**config.mk**
```make
export PLATFORM = sky130hd
export DESIGN_NAME = ccsds_scrambler_ctrl_flat
export DESIGN_NICKNAME = d
export VERILOG_FILES = /design/src/rtl/ccsds_scrambler_ctrl_if.sv /design/src/rtl/ccsds_scrambler_ctrl.sv /design/src/flat_wrapper.sv
export SDC_FILE = /design/constraint.sdc
export NUM_CORES = 1
export LEC_CHECK = 0
export CORE_MARGIN = 8
export CORE_UTILIZATION = 51
export DETAILED_ROUTE_END_ITERATION = 12
export PLACE_DENSITY = 0.76
export SETUP_SLACK_MARGIN = 0.05
export SYNTH_ARGS = -nofsm -noshare
export SYNTH_HDL_FRONTEND = slang
export SYNTH_SLANG_ARGS = --single-unit
```
**constraint.sdc**
```tcl
create_clock -name i_clk -period 3.34 [get_ports i_clk]
set_input_delay 0.334 -clock i_clk [delete_from_list [all_inputs] [get_ports i_clk]]
set_output_delay 0.334 -clock i_clk [all_outputs]
set_load 0.02 [all_outputs]
```
**src/rtl/ccsds_scrambler_ctrl_if.sv**
```systemverilog
`default_nettype none
// ============================================================================
//  Module      : ccsds_scrambler_ctrl_if
//  Description : Symbol-stream handshake bundle for ccsds_scrambler_ctrl.
//                Input side: valid/ready, I/Q, frame markers.
//                Output side: valid/ready, I/Q, markers, header flag, rotation.
//  Revision    : 1.0  initial release
// ============================================================================
interface ccsds_scrambler_ctrl_if #(
    parameter int IQ_W = 8
);
    // upstream -> block
    logic            i_valid;
    logic            o_ready;
    logic [IQ_W-1:0] i_i;
    logic [IQ_W-1:0] i_q;
    logic            i_sof;
    logic            i_eof;
    // block -> downstream
    logic            o_valid;
    logic            i_ready;
    logic [IQ_W-1:0] o_i;
    logic [IQ_W-1:0] o_q;
    logic            o_sof;
    logic            o_eof;
    logic            o_hdr;
    logic [1:0]      o_rot;

    // the scrambler controller itself
    modport slave (
        input  i_valid, i_i, i_q, i_sof, i_eof, i_ready,
        output o_ready, o_valid, o_i, o_q, o_sof, o_eof, o_hdr, o_rot
    );

    // the environment that feeds and drains the controller
    modport master (
        output i_valid, i_i, i_q, i_sof, i_eof, i_ready,
        input  o_ready, o_valid, o_i, o_q, o_sof, o_eof, o_hdr, o_rot
    );
endinterface
`default_nettype wire

```
**src/rtl/ccsds_scrambler_ctrl.sv**
```systemverilog
`default_nettype none
// ============================================================================
//  Module      : ccsds_scrambler_ctrl
//  Description : Frame sequencer for the CCSDS Gold-sequence randomizer.
//                Header symbols pass through untouched; each data symbol is
//                rotated by j^R using one randomizer step. Single output
//                register with full-throughput valid/ready handshake.
//  Revision    : 1.0  initial release
// ============================================================================
module ccsds_scrambler_ctrl #(
    parameter int IQ_W     = 8,
    parameter int HDR_LEN  = 2,
    parameter int MAX_DATA = 262142
) (
    input  wire logic               i_clk,
    input  wire logic               i_reset,
    ccsds_scrambler_ctrl_if.slave   bus,
    output logic                    o_rand_reset,
    output logic                    o_rand_en,
    input  wire logic [1:0]         i_rand_r,
    output logic                    o_busy,
    output logic                    o_err
);

    localparam logic [IQ_W-1:0] c_MIN      = {1'b1, {(IQ_W-1){1'b0}}};
    localparam logic [IQ_W-1:0] c_MAX      = {1'b0, {(IQ_W-1){1'b1}}};
    localparam logic [IQ_W-1:0] c_ONE      = {{(IQ_W-1){1'b0}}, 1'b1};
    localparam logic [7:0]      c_HDR_LAST = 8'(HDR_LEN - 1);
    localparam logic [17:0]     c_DAT_LAST = 18'(MAX_DATA - 1);
    localparam bit              c_HDR_ONE  = (HDR_LEN == 1);

    typedef enum logic [1:0] {
        ST_IDLE = 2'd0,
        ST_HDR  = 2'd1,
        ST_DATA = 2'd2
    } state_t;

    state_t          r_state;
    logic [7:0]      r_hdr_cnt;
    logic [17:0]     r_data_cnt;
    logic            r_err;
    logic            r_valid;
    logic [IQ_W-1:0] r_i;
    logic [IQ_W-1:0] r_q;
    logic            r_sof;
    logic            r_eof;
    logic            r_hdr;
    logic [1:0]      r_rot;

    state_t          w_state_nxt;
    logic [7:0]      w_hdr_cnt_nxt;
    logic [17:0]     w_data_cnt_nxt;
    logic            w_err_nxt;
    logic            w_load;
    logic [IQ_W-1:0] w_i_nxt;
    logic [IQ_W-1:0] w_q_nxt;
    logic            w_sof_nxt;
    logic            w_eof_nxt;
    logic            w_hdr_nxt;
    logic [1:0]      w_rot_nxt;
    logic            w_ready;
    logic            w_in_fire;
    logic            w_out_fire;

    // Two's-complement negation clamped so the most negative code maps to max.
    function automatic logic [IQ_W-1:0] sat_neg(input logic [IQ_W-1:0] x);
        return (x == c_MIN) ? c_MAX : ((~x) + c_ONE);
    endfunction

    // Handshake: ready whenever the output register is empty or draining,
    // and never while reset is asserted so nothing fires during reset.
    always_comb begin
        w_ready    = !i_reset && (!r_valid || bus.i_ready);
        w_in_fire  = bus.i_valid && w_ready;
        w_out_fire = r_valid && bus.i_ready;
    end

    // Next-state, counters, error flag and next output-register contents.
    always_comb begin
        w_state_nxt    = r_state;
        w_hdr_cnt_nxt  = r_hdr_cnt;
        w_data_cnt_nxt = r_data_cnt;
        w_err_nxt      = r_err;
        w_load         = 1'b0;
        w_i_nxt        = bus.i_i;
        w_q_nxt        = bus.i_q;
        w_sof_nxt      = 1'b0;
        w_eof_nxt      = 1'b0;
        w_hdr_nxt      = 1'b0;
        w_rot_nxt      = 2'd0;

        if (w_in_fire) begin
            if (bus.i_sof) begin
                // A start-of-frame always restarts the frame, even mid-frame.
                w_load         = 1'b1;
                w_sof_nxt      = 1'b1;
                w_hdr_nxt      = 1'b1;
                w_hdr_cnt_nxt  = 8'd1;
                w_data_cnt_nxt = 18'd0;
                w_state_nxt    = c_HDR_ONE ? ST_DATA : ST_HDR;
                if (r_state != ST_IDLE) begin
                    w_err_nxt = 1'b1;
                end
                if (bus.i_eof) begin
                    w_err_nxt   = 1'b1;
                    w_eof_nxt   = 1'b1;
                    w_state_nxt = ST_IDLE;
                end
            end else begin
                case (r_state)
                    ST_IDLE: begin
                        // Orphan symbol outside a frame: drop it.
                        w_err_nxt = 1'b1;
                    end
                    ST_HDR: begin
                        w_load        = 1'b1;
                        w_hdr_nxt     = 1'b1;
                        w_hdr_cnt_nxt = r_hdr_cnt + 8'd1;
                        if (r_hdr_cnt == c_HDR_LAST) begin
                            w_state_nxt = ST_DATA;
                        end
                        if (bus.i_eof) begin
                            w_eof_nxt   = 1'b1;
                            w_err_nxt   = 1'b1;
                            w_state_nxt = ST_IDLE;
                        end
                    end
                    ST_DATA: begin
                        w_load         = 1'b1;
                        w_rot_nxt      = i_rand_r;
                        w_data_cnt_nxt = r_data_cnt + 18'd1;
                        case (i_rand_r)
                            2'd0: begin w_i_nxt = bus.i_i;          w_q_nxt = bus.i_q;          end
                            2'd1: begin w_i_nxt = sat_neg(bus.i_q); w_q_nxt = bus.i_i;          end
                            2'd2: begin w_i_nxt = sat_neg(bus.i_i); w_q_nxt = sat_neg(bus.i_q); end
                            default: begin w_i_nxt = bus.i_q;       w_q_nxt = sat_neg(bus.i_i); end
                        endcase
                        if (bus.i_eof) begin
                            w_eof_nxt      = 1'b1;
                            w_state_nxt    = ST_IDLE;
                            w_data_cnt_nxt = 18'd0;
                        end else if (r_data_cnt == c_DAT_LAST) begin
                            // Frame overran the data limit: close it ourselves.
                            w_eof_nxt      = 1'b1;
                            w_err_nxt      = 1'b1;
                            w_state_nxt    = ST_IDLE;
                            w_data_cnt_nxt = 18'd0;
                        end
                    end
                    default: begin
                        w_state_nxt = ST_IDLE;
                    end
                endcase
            end
        end
    end

    // State, counters, sticky error and the single output register.
    always_ff @(posedge i_clk) begin
        if (i_reset) begin
            r_state    <= ST_IDLE;
            r_hdr_cnt  <= 8'd0;
            r_data_cnt <= 18'd0;
            r_err      <= 1'b0;
            r_valid    <= 1'b0;
            r_i        <= '0;
            r_q        <= '0;
            r_sof      <= 1'b0;
            r_eof      <= 1'b0;
            r_hdr      <= 1'b0;
            r_rot      <= 2'd0;
        end else begin
            r_state    <= w_state_nxt;
            r_hdr_cnt  <= w_hdr_cnt_nxt;
            r_data_cnt <= w_data_cnt_nxt;
            r_err      <= w_err_nxt;
            if (w_load) begin
                r_valid <= 1'b1;
                r_i     <= w_i_nxt;
                r_q     <= w_q_nxt;
                r_sof   <= w_sof_nxt;
                r_eof   <= w_eof_nxt;
                r_hdr   <= w_hdr_nxt;
                r_rot   <= w_rot_nxt;
            end else if (w_out_fire) begin
                r_valid <= 1'b0;
            end
        end
    end

    // Randomizer sees a restart on every accepted sof and one step per
    // accepted data symbol; R is sampled before that step takes effect.
    assign o_rand_reset = w_in_fire && bus.i_sof;
    assign o_rand_en    = w_in_fire && !bus.i_sof && (r_state == ST_DATA);

    assign bus.o_ready = w_ready;
    assign bus.o_valid = r_valid;
    assign bus.o_i     = r_i;
    assign bus.o_q     = r_q;
    assign bus.o_sof   = r_sof;
    assign bus.o_eof   = r_eof;
    assign bus.o_hdr   = r_hdr;
    assign bus.o_rot   = r_rot;
    assign o_busy      = (r_state != ST_IDLE);
    assign o_err       = r_err;

endmodule
`default_nettype wire

```
**src/flat_wrapper.sv**
```systemverilog
// flat-port wrapper written by rule: the top's interface ports become plain ports
module ccsds_scrambler_ctrl_flat 
#(
    parameter int IQ_W     = 8,
    parameter int HDR_LEN  = 2,
    parameter int MAX_DATA = 262142
)
  (i_clk, i_reset, o_rand_reset, o_rand_en, i_rand_r, o_busy, o_err, bus_i_valid, bus_i_i, bus_i_q, bus_i_sof, bus_i_eof, bus_i_ready, bus_o_ready, bus_o_valid, bus_o_i, bus_o_q, bus_o_sof, bus_o_eof, bus_o_hdr, bus_o_rot);
  ccsds_scrambler_ctrl_if #(.IQ_W(IQ_W)) bus_i ();
  input  wire logic i_clk;
  input  wire logic i_reset;
  output logic o_rand_reset;
  output logic o_rand_en;
  input  wire logic [1:0] i_rand_r;
  output logic o_busy;
  output logic o_err;
  input wire logic [$bits(bus_i.i_valid)-1:0] bus_i_valid;
  input wire logic [$bits(bus_i.i_i)-1:0] bus_i_i;
  input wire logic [$bits(bus_i.i_q)-1:0] bus_i_q;
  input wire logic [$bits(bus_i.i_sof)-1:0] bus_i_sof;
  input wire logic [$bits(bus_i.i_eof)-1:0] bus_i_eof;
  input wire logic [$bits(bus_i.i_ready)-1:0] bus_i_ready;
  output wire logic [$bits(bus_i.o_ready)-1:0] bus_o_ready;
  output wire logic [$bits(bus_i.o_valid)-1:0] bus_o_valid;
  output wire logic [$bits(bus_i.o_i)-1:0] bus_o_i;
  output wire logic [$bits(bus_i.o_q)-1:0] bus_o_q;
  output wire logic [$bits(bus_i.o_sof)-1:0] bus_o_sof;
  output wire logic [$bits(bus_i.o_eof)-1:0] bus_o_eof;
  output wire logic [$bits(bus_i.o_hdr)-1:0] bus_o_hdr;
  output wire logic [$bits(bus_i.o_rot)-1:0] bus_o_rot;
  assign bus_i.i_valid = bus_i_valid;
  assign bus_i.i_i = bus_i_i;
  assign bus_i.i_q = bus_i_q;
  assign bus_i.i_sof = bus_i_sof;
  assign bus_i.i_eof = bus_i_eof;
  assign bus_i.i_ready = bus_i_ready;
  assign bus_o_ready = bus_i.o_ready;
  assign bus_o_valid = bus_i.o_valid;
  assign bus_o_i = bus_i.o_i;
  assign bus_o_q = bus_i.o_q;
  assign bus_o_sof = bus_i.o_sof;
  assign bus_o_eof = bus_i.o_eof;
  assign bus_o_hdr = bus_i.o_hdr;
  assign bus_o_rot = bus_i.o_rot;
  ccsds_scrambler_ctrl #(.IQ_W(IQ_W), .HDR_LEN(HDR_LEN), .MAX_DATA(MAX_DATA)) u_core (.i_clk(i_clk), .i_reset(i_reset), .bus(bus_i), .o_rand_reset(o_rand_reset), .o_rand_en(o_rand_en), .i_rand_r(i_rand_r), .o_busy(o_busy), .o_err(o_err));
endmodule
```
* Yosys cells after proc, flatten, opt, wreduce, memory -nomap -nowiden
Cells that the tools add are included.
** Word-level totals
- Output and inout bits :: 27
- Register bits :: 51
- Input port bits :: 24
- Logic and storage cells :: 103
** Cells by class
- Reductions and logical operators :: 22
- Equality and inequality tests :: 15
- Multiplexer cells :: 49
- $add $sub $neg :: 4
- Bitwise gates (word level) :: 2
** Operators with widths (number)
- 8-bit 2-to-1 mux :: 10
- 18-bit 2-to-1 mux :: 4
- 8-bit case mux with 3 select lines :: 2
- 8-bit by 1-bit adder with 8-bit output (second input constant) :: 3
- 1-bit 2-to-1 mux :: 22
- 18-bit by 1-bit adder with 18-bit output (second input constant) :: 1
- 18-bit equality test (second input constant) :: 1
- 8-bit equality test (second input constant) :: 2
- 2-bit 2-to-1 mux :: 8
- 8-bit inverter :: 2
- 8-bit by 1-bit equality test with 1-bit output (second input constant) :: 1
- 4-bit by 3-bit inequality test with 1-bit output (second input constant) :: 2
- 2-bit nonzero test :: 4
- 1-bit logical AND :: 6
- 3-bit by 2-bit inequality test with 1-bit output (second input constant) :: 2
- 3-bit inequality test (second input constant) :: 2
- 2-bit case mux with 3 select lines :: 1
- 6-bit AND reduction :: 1
- 2-bit by 1-bit equality test with 1-bit output (second input constant) :: 2
- 2-bit equality test (second input constant) :: 2
- 2-bit zero test :: 2
- 2-bit AND reduction :: 2
- 4-bit AND reduction :: 1
- 4-bit nonzero test :: 1
- other kinds (6) :: 8

* Longest topological paths before layout
Gate-level depths: netlist of the first run.
- Depth after elaboration :: 7
- Depth in mapped cells :: 10
- Mapped depth without buffers :: 8

* Least setup slack after synthesis of the first run
Ideal clock, no wire load.
- Path type :: register to register
- Start point :: reg u_core.r_state[0]
- End point :: reg u_core.r_data_cnt[11]
- Data required time :: 3278 ps
- Slack :: 1465 ps
- Stages on the path, launching flop included :: 8
- Buffers on the path :: 0
- Arrival time :: 1812 ps
- Period minus slack after synthesis :: 1875 ps
- Setup time :: 62 ps
- Cell sequence :: dfxtp_1 inv_1 ha_1 and2b_1 nand3_4 a211o_1 or4_1 nand3_1
** Between the ends
- Longest elaborated chain between the ends :: 3
** Ends and longest elaborated chain
- start, declared :: line ccsds_scrambler_ctrl.sv:38 : state_t r_state;
- start signal, assigned :: line ccsds_scrambler_ctrl.sv:173 : r_state <= w_state_nxt;
- 2-bit equality test :: line ccsds_scrambler_ctrl.sv:110 : case (r_state)
- 2-bit nonzero test (no line)
- 2-bit AND reduction (no line)
- end signal, assigned :: line ccsds_scrambler_ctrl.sv:175 : r_data_cnt <= w_data_cnt_nxt;
- end, declared :: line ccsds_scrambler_ctrl.sv:40 : logic [17:0] r_data_cnt;
No other way between the ends.
A chain may end at the register's enable or synchronous reset.

* Worst setup path after layout of the first run
- Start point :: reg u_core.r_state[0]
- End point :: out o_rand_en
** Between the ends
- Longest elaborated chain between the ends :: 2
** Ends and longest elaborated chain
- 2-bit equality test :: line ccsds_scrambler_ctrl.sv:194 : assign o_rand_en = w_in_fire && !bus.i_sof && (r_state == ST_DATA);
- 1-bit logical AND :: line ccsds_scrambler_ctrl.sv:194
- end, declared :: line flat_wrapper.sv:13 : output logic o_rand_en;
No other way between the ends.

==> impl_metrics.tcl, run 1 <==
set metrics [dict create \
    tns_ns 0 \
    die_x_um 99.2 \
    p_per_area_nw_per_um2 322 \
    boundaryPins 51 \
    place.gp.congestion 0.885 \
    max_cap_viol_count 0 \
    antenna_found_initial 0 \
    hold_path_class "reg -> reg" \
    fmax_ghz 0.364 \
    ant_nets 0 \
    ys_warn_count 0 \
    synth_seq_cells 51 \
    path_class "reg -> out" \
    rsz0062_at_grt "false" \
    critical_path.max_fanout 10 \
    nNetsFinal 540 \
    finalCriticalPeriod_ns 2.75 \
    cpMaxStageDelayCell "clkdlybuf4s50_1" \
    cpPeakStageDelay_ns 0.68 \
    root_buffer "clkbuf_8" \
    vias_per_cell 6.45 \
    layout-drive-gt1-share_pct 7.48 \
    area_delta_synth_final_pct 18.9 \
    finalWirelength_mm 10.7 \
    cts_tree "built" \
    wire_per_inst_um 18.1 \
    initial_core_util_pct 52.2 \
    overflow 0 \
    syn_inst 469 \
    rrSetupSlack_ns 0.92 \
    cp_cell_sequence "inv_1 -> ha_1 -> and2b_1 -> nand3_4 -> inv_1 -> clkdlybuf4s50_1" \
    worst_pin_slew_ns 0.853 \
    grt_max_degree 26 \
    place_hpwl_mm 7.56 \
    min-delay-start "u_core.o_err$_SDFFE_PP0P_" \
    peakVddDrop_mv 0.207 \
    clk_latency_ns 0.31 \
    port_buffers 50 \
    reg2reg_from "u_core.r_state[1]$_SDFFE_PP0P_" \
    start_kind "flop" \
    grt_util_all_layers_pct 21.4 \
    cts_setup_buffers 0 \
    cts-buffers-inserted 5 \
    syn-num-nets 502 \
    clock_sinks 51 \
    num_antenna_cells 0 \
    crit_start "u_core.r_state[0]$_SDFFE_PP0P_" \
    hold_buffers 0 \
    total_power_uw 1350 \
    drtIter0Drc 348 \
    cp.arrival_ns 2.42 \
    status "completed" \
    h-tree-depth 2 \
    die_y_um 99.2 \
    syn_area_um2 3530 \
    setup_viol 0 \
    maxSlewHeadroom_pct 43.2 \
    clk_pin_slew_ns 0.10 \
    p_leak_uw 0.00145 \
    vias 3790 \
    synth-edff-count 0 \
    design.die.area_um2 9840 \
    hold_violations 0 \
    timing.final.crit_share_pct 82.3 \
    rows 30 \
    ys_seq_area_share_pct 28.9 \
    first_pass_iters 5 \
    grt_pass1_vias 3563 \
    slew_viol_final 0 \
    grt_first_pass_wirelength_mm 17.5 \
    drc_errors 0 \
    synthDistinctLibCells 73 \
    cp-end-kind "output pin" \
    path_common_cell "inv_1" \
    syn_area_per_cell_um2 7.52 \
    skew_ns 0.0118 \
    layout_common_cells "nand2_1 (51), dfxtp_1 (51), clkdlybuf4s50_1 (50)" \
    core-area_um2 6760 \
    cts.repair.resized 0 \
    synthFlopType "dfxtp_1" \
    cts.path.max_buffers 2 \
    synth_async_sr_flop_share_pct 0 \
    worstPathRequired_ns 3.01 \
]
## metal layers
| metal | global-route usage (%) | vias up | routed length (um) |
|---|---|---|---|
| met3 | 5.31 | 18 | 970 |
| li1 | - | 1822 | - |
| met2 | 32.4 | 160 | 4640 |
| met5 | 0 | - | 0 |
| met4 | 5.36 | 0 | 130 |
| met1 | 29.4 | 1790 | 4910 |
## power by group
group / switching (uW) / internal, uW
logic: 154 / 107
registers: 9.12 / 623
clock network: 233 / 226
## cell usage after synthesis (5+ instances only)
| library cell | n | area (um^2) |
|---|---|---|
| nor2_1 | 45 | 169 |
| and3_1 | 5 | 31.3 |
| buf_2 | 10 | 50.1 |
| nor4_1 | 9 | 56.3 |
| o21ai_0 | 14 | 70.1 |
| and2_1 | 7 | 43.8 |
| inv_1 | 19 | 71.3 |
| a22oi_1 | 5 | 37.5 |
| dfxtp_1 | 51 | 1020 |
| a2111oi_0 | 5 | 43.8 |
| nand2b_1 | 5 | 31.3 |
| a211oi_1 | 8 | 60.1 |
| o211ai_1 | 5 | 37.5 |
| a21oi_1 | 38 | 190 |
| nor3_1 | 12 | 60.1 |
| nand4_1 | 7 | 43.8 |
| ha_1 | 9 | 113 |
| xor2_1 | 7 | 61.3 |
| clkbuf_1 | 15 | 56.3 |
| a31oi_1 | 18 | 113 |
| or3_1 | 7 | 43.8 |
| nand3_1 | 24 | 120 |
| nand2_1 | 51 | 191 |
## stage by stage
step / utilization, % / worst slack, ns / area (um^2) / cells / hold slack, ns
3_5_place_dp: 60.4 / 0.711 / 4080 / 580 / 0.459
5_1_grt: 62.1 / 0.507 / 4200 / 588 / 0.500
3_3_place_gp: 60.4 / 0.754 / 4080 / 580 / 0.454
4_1_cts: 62.1 / 0.630 / 4200 / 588 / 0.478
6_report: 62.1 / 0.591 / 4200 / 588 / 0.472
2_1_floorplan: - / 1.47 / 3530 / 469 / 0.440
## critical path: cells and delay by family (launching register included)
kind | cells | cell delay (ns)
adders and majority gates | 1 | 0.27
buffers and inverters | 3 | 1.09
DFF | 1 | 0.32
and+or+nand+nor | 2 | 0.42
## registers in the layout, indices dropped and copies added (netlist names), 2 cells and up
name and count:
u_core.bus.o_i 8, u_core.r_hdr_cnt 8, u_core.bus.o_q 8, u_core.r_state 2, u_core.bus.o_rot 2, u_core.r_data_cnt 18
## cell type report
class | count | area, um^2
fillers | 622 | 2560
multi-input cells | 369 | 2310
flip-flops and latches | 51 | 1020
repair buffers | 60 | 576
well taps | 80 | 100
inverters | 20 | 75.1
clock buffers | 5 | 68.8
clock inverters | 3 | 46.3
## worst paths after layout
path,endpoint,cells past startpoint
worst min register to register,u_core.o_err$_SDFFE_PP0P_,1
worst max-delay path,o_rand_en,6
worst min-delay path,u_core.o_err$_SDFFE_PP0P_,1
worst max register to register,u_core.bus.o_i[2]$_SDFFE_PP0P_,6
## cells by family (layout without fill, tap and decap cells)
family,Yosys count,in the layout,share of synthesized area (%)
buffers and inverters,49,88,5.78
muxes,5,5,1.45
adders and majority gates,9,9,3.19
xor gates and xnor gates,8,8,1.99
AOI/OAI and AO/OA,146,146,28.4
and+or+nand+nor,201,201,30.2
DFF,51,51,28.9
(Power assumes the default switching activity.)
==> run 2, diff against run 1 <==
Settings changed: CORE_UTILIZATION 51 to 50, PLACE_DENSITY 0.76 to 0.77.
Clock period 3.34 ns to 2.2 ns, I/O delays scaled along.
==> run 2 against run 1 <==
  * Die area grew 1.7%
  * Critical endpoint is now o_rand_reset
  * Highest routed layer unchanged
  * Clock-buffer cell count stayed put
  * Core utilization up 6.5 points
  * Critical path type is now in -> out
==> impl_metrics.tcl, run 2 (synthesis gave the netlist of run 1 again) <==
set metrics [dict create \
    crit_start "i_reset" \
    cp_cell_sequence "clkdlybuf4s50_1 -> nand2b_4 -> nor2_1 -> nand2_1 -> inv_1 -> clkdlybuf4s50_1" \
    tns_ns 0 \
    path_common_cell "clkdlybuf4s50_1" \
    area_delta_synth_final_pct 32.7 \
    cp.arrival_ns 1.80 \
    place_hpwl_mm 8.54 \
    hold_violations 0 \
    layout-drive-gt1-share_pct 17.6 \
    rrSetupSlack_ns 0.18 \
    finalWirelength_mm 11.2 \
    hold-worst-slack_ns 0.458 \
    drc_errors 0 \
    peakVddDrop_mv 0.297 \
    num_antenna_cells 0 \
    fmax_ghz 0.496 \
    clk_pin_slew_ns 0.10 \
    max_cap_viol_count 0 \
    cts_tree "built" \
    timing.final.crit_share_pct 91.7 \
    cts.path.max_buffers 2 \
    cp-end-kind "output pin" \
    grt_pass1_vias 3637 \
    fin_ws_ns 0.182 \
    place.gp.congestion 0.946 \
    worstPathRequired_ns 1.98 \
    hold_depth 2 \
    cpPeakStageDelay_ns 0.59 \
    p_comb_share_pct 21.7 \
    port_buffers 50 \
    worst_pin_slew_ns 0.485 \
    vias 4025 \
    seqPwrFrac_pct 45.5 \
    die_y_um 100 \
    drtIter0Drc 365 \
    reg2reg_from "u_core.r_state[1]$_SDFFE_PP0P_" \
    clk_latency_ns 0.31 \
    root_buffer "clkbuf_8" \
    boundaryPins 51 \
    switching_share_pct 28.8 \
    antenna_found_initial 0 \
    skew_ns 0.00919 \
    grt_first_pass_wirelength_mm 18.2 \
    initial_core_util_pct 51.6 \
    cpMaxStageDelayCell "clkdlybuf4s50_1" \
    min_to "u_core.bus.o_hdr$_SDFFE_PP0P_" \
    core-area_um2 6830 \
    stdcell_count 664 \
    layout_common_cells "buf_4 (69), nand2_1 (51), dfxtp_1 (51)" \
    clock_sinks 51 \
    finalCriticalPeriod_ns 2.02 \
    min-delay-start "u_core.bus.o_hdr$_SDFFE_PP0P_" \
    placedCellCount 656 \
    critical_path.max_fanout 4 \
    design.die.area_um2 10000 \
    setup_viol 0 \
    overflow 0 \
    wire_per_inst_um 16.8 \
    cp_top_family "buffers and inverters" \
    start_kind "input pin" \
    p_leak_uw 0.00176 \
    p_per_area_nw_per_um2 450 \
    grt_util_all_layers_pct 22.1 \
    rows 30 \
    status "completed" \
    crit_buf_inv 3 \
    die_x_um 100 \
    r2r_cells 7 \
    hold_path_class "reg -> reg" \
    cts-buffers-inserted 5 \
    largest_register_ff_count 18 \
    internal-power_uw 1500 \
    grt_max_degree 34 \
    first_pass_iters 5 \
    top_register "u_core.r_data_cnt" \
    rsz0062_at_grt "false" \
    nFillCells 601 \
    pre_cts_slack_ns -0.0530 \
    ant_nets 0 \
    nNetsFinal 600 \
    p_switching_uw 608 \
    clkPwrFrac_pct 32.7 \
    mostFrequentLayoutCell "buf_4" \
    vias_per_cell 6.06 \
    maxSlewHeadroom_pct 67.6 \
    path_class "in -> out" \
    utilization_pct 68.6 \
    r2r_end "u_core.bus.o_eof$_SDFFE_PP0P_" \
    slew_viol_final 0 \
    h-tree-depth 2 \
]
## run 2: cell type report
type | instances | area, um^2 | area share [%]
Tap cell | 96 | 120 | 2.56
Clock inverter | 3 | 46.3 | 0.989
Timing Repair Buffer | 120 | 1040 | 22.1
Sequential cell | 51 | 1020 | 21.8
Inverter | 20 | 75.1 | 1.60
Multi-Input combinational cell | 369 | 2310 | 49.4
Clock buffer | 5 | 68.8 | 1.47
## run 2: repair_timing
| item | CTS | global route |
|---|---|---|
| hold buffers | 0 | 0 |
| resized for setup | 1 | 4 |
| setup buffers | 0 | 0 |
| setup endpoints to repair | 1 | 4 |
## run 2: power groups by stage
stage               Clock (uW)  Combinational [uW]  Sequential, uW
floorplan                    0                 203            1000
global placement             0                 445             980
detailed placement           0                 450             981
CTS                        702                 452             960
global route               740                 491             963
finish                     691                 459             960
## run 2: per-layer routing
metal  vias up  track usage, %  share of wire [%]
li1       1953               -                  -
met1      1874            31.0                 47
met2       181            33.9                 43
met3        17            4.08                8.3
met4         0            5.12                1.2
met5         -               0                  0
## run 2: worst max path at each step
stage | to | slack [ns] | depth (start not counted)
after floorplan | u_core.r_data_cnt[11]$_SDFFE_PP0P_ | 0.33 | 7
after global placement | u_core.bus.o_q[2]$_SDFFE_PP0P_ | -0.07 | 9
after detailed placement | u_core.bus.o_q[2]$_SDFFE_PP0P_ | -0.05 | 8
after CTS | o_rand_reset | 0.14 | 5
after global routing | u_core.r_state[0]$_SDFFE_PP0P_ | 0.06 | 6
final | o_rand_reset | 0.18 | 6
## run 2: worst reg2reg max path, cell delays in order (launching register included)
cell and delay [ns]:
dfxtp_1 0.39, inv_1 0.09, ha_1 0.32, nor2_1 0.07
or3_1 0.37, buf_4 0.18, or3_1 0.39, a21oi_1 0.16
## run 2: per-stage QoR
stage | total power (uW) | cell area, um^2
6_report | 2110 | 4680
5_1_grt | 2190 | 4680
4_1_cts | 2110 | 4680
3_5_place_dp | 1430 | 4560
3_3_place_gp | 1430 | 4560
2_1_floorplan | 1210 | 3530
==> run 3, diff against run 2 <==
Settings changed: REMOVE_ABC_BUFFERS set to 1.
==> run 3 against run 2 <==
  * Sequential power about the same
  * Sequential share of layout area about the same
  * Non-clock buffer count decreased by 6
  * Die area unchanged
  * First-iteration DRC count decreased by 32%
  * Total power increased by 4.1%
  * Core utilization increased by 0.11 points
  * Combinational power decreased by 2%
  * Fmax decreased by 1.9%
  * Clock-buffer cell count increased by 1
  * Clock skew increased by 0.00093 ns
  * Setup slack got worse by 0.040 ns
==> impl_metrics.tcl, run 3 (synthesis gave the netlist of run 1 again) <==
set metrics [dict create \
    status "completed" \
    grt_pass1_vias 3739 \
    hold_buffers 0 \
    rsz0062_at_grt "true" \
    timing.final.crit_share_pct 93.5 \
    drtIter0Drc 248 \
    ant_nets 0 \
    hold-worst-slack_ns 0.465 \
    start_kind "flop" \
    setup_viol 0 \
    total_power_uw 2200 \
    first_pass_iters 5 \
    hold_violations 0 \
    cp_cell_sequence "inv_1 -> ha_1 -> and2b_2 -> buf_4 -> o2111ai_2 -> buf_4 -> a21oi_1 -> o221a_1 -> nor4_2" \
    cts_tree "built" \
    cpPeakStageDelay_ns 0.38 \
    crit_buf_inv 3 \
    wire_per_inst_um 16.7 \
    area_delta_synth_final_pct 32.9 \
    max_cap_viol_count 0 \
    place.gp.congestion 0.984 \
    skew_ns 0.0101 \
    peakVddDrop_mv 0.298 \
    path_class "reg -> reg" \
    worst_pin_slew_ns 0.538 \
    finalCriticalPeriod_ns 2.06 \
    hold_path_class "reg -> reg" \
    overflow 0 \
    port_buffers 50 \
    largest_register_ff_count 18 \
    clk_pin_slew_ns 0.10 \
    cts-buffers-inserted 5 \
    grt_util_all_layers_pct 21.5 \
    vias 3934 \
    p_per_area_nw_per_um2 468 \
    initial_core_util_pct 51.6 \
    grt_first_pass_wirelength_mm 17.9 \
    nFillCells 602 \
    root_buffer "clkbuf_8" \
    antenna_found_initial 0 \
    top_register "u_core.r_data_cnt" \
    vias_per_cell 5.98 \
    grt_max_degree 25 \
    num_antenna_cells 0 \
    drc_errors 0 \
    core-area_um2 6830 \
    die_y_um 100 \
    path_common_cell "buf_4" \
    critical_path.max_fanout 4 \
    h-tree-depth 2 \
    clock_sinks 51 \
    design.die.area_um2 10000 \
    cp-end-kind "flop" \
    nNetsFinal 594 \
    cpMaxStageDelayCell "dfxtp_1" \
    maxSlewHeadroom_pct 63.8 \
    cp.arrival_ns 2.27 \
    cts.path.max_buffers 2 \
    mostFrequentLayoutCell "buf_4" \
    layout_common_cells "buf_4 (62), nand2_1 (51), dfxtp_1 (51)" \
    worstPathRequired_ns 2.41 \
    rows 30 \
    place_hpwl_mm 8.40 \
    clk_latency_ns 0.31 \
    boundaryPins 51 \
    fmax_ghz 0.486 \
    layout-drive-gt1-share_pct 17.1 \
    slew_viol_final 0 \
    finalWirelength_mm 11.0 \
    cp_top_family "simple AND/OR/NAND/NOR gates" \
    die_x_um 100 \
    p_leak_uw 0.00175 \
]
run 3: repair_timing:
item	4_1_cts	5_1_grt
gates resized for setup	1	9
endpoints found under the setup margin	1	7
endpoints found under the hold margin	0	0
setup buffers	0	0
run 3: tightest hold or removal path: cells and delay by family (launching register included):
family          cells  cell delay [ns]
compound gates      1             0.05
flops               1             0.32
simple gates        1             0.05
run 3: cell type report:
type | instances | area, um^2 | area share (%)
multi-input combinational | 369 | 2330 | 49.7
sequential | 51 | 1020 | 21.8
timing repair buffer | 114 | 1010 | 21.5
tap | 96 | 120 | 2.56
inverter | 20 | 75.1 | 1.60
clock buffer | 6 | 72.6 | 1.55
clock inverter | 2 | 60.1 | 1.28
run 3: report_power, final:
| group | switching [uW] | internal, uW |
|---|---|---|
| Clock | 332 | 455 |
| Sequential | 14.1 | 945 |
| Combinational | 244 | 206 |
| Total | 590 | 1610 |
run 3: metrics by stage:
stage               setup slack (ns)  cells  instance area (um^2)  util, %  TNS [ns]
global route                  0.0359    658                  4690     68.7         0
finish                         0.142    658                  4690     68.7         0
floorplan                     -0.453    440                  3400        -     -2.34
global placement             -0.0765    650                  4530     66.3   -0.0765
detailed placement           -0.0937    650                  4530     66.3    -0.200
CTS                           0.0549    658                  4660     68.2         0
run 3: final timing paths:
check / from / endpoint / slack, ns / cells past startpoint
setup / recovery: u_core.r_state[0]$_SDFFE_PP0P_ / u_core.bus.o_q[2]$_SDFFE_PP0P_ / 0.14 / 9
hold reg to reg: u_core.bus.o_eof$_SDFFE_PP0P_ / u_core.bus.o_eof$_SDFFE_PP0P_ / 0.46 / 2
hold / removal: u_core.bus.o_eof$_SDFFE_PP0P_ / u_core.bus.o_eof$_SDFFE_PP0P_ / 0.46 / 2
setup reg to reg: u_core.r_state[0]$_SDFFE_PP0P_ / u_core.bus.o_q[2]$_SDFFE_PP0P_ / 0.14 / 9
run 3: routing by layer:
metal / global-route usage (%) / routed length, um / vias to the layer above
met1: 28.1 / 5170 / 1835
met3: 3.39 / 672 / 12
li1: - / - / 1936
met2: 35.6 / 5050 / 151
met4: 5.93 / 106 / 0
met5: 0 / 0 / -
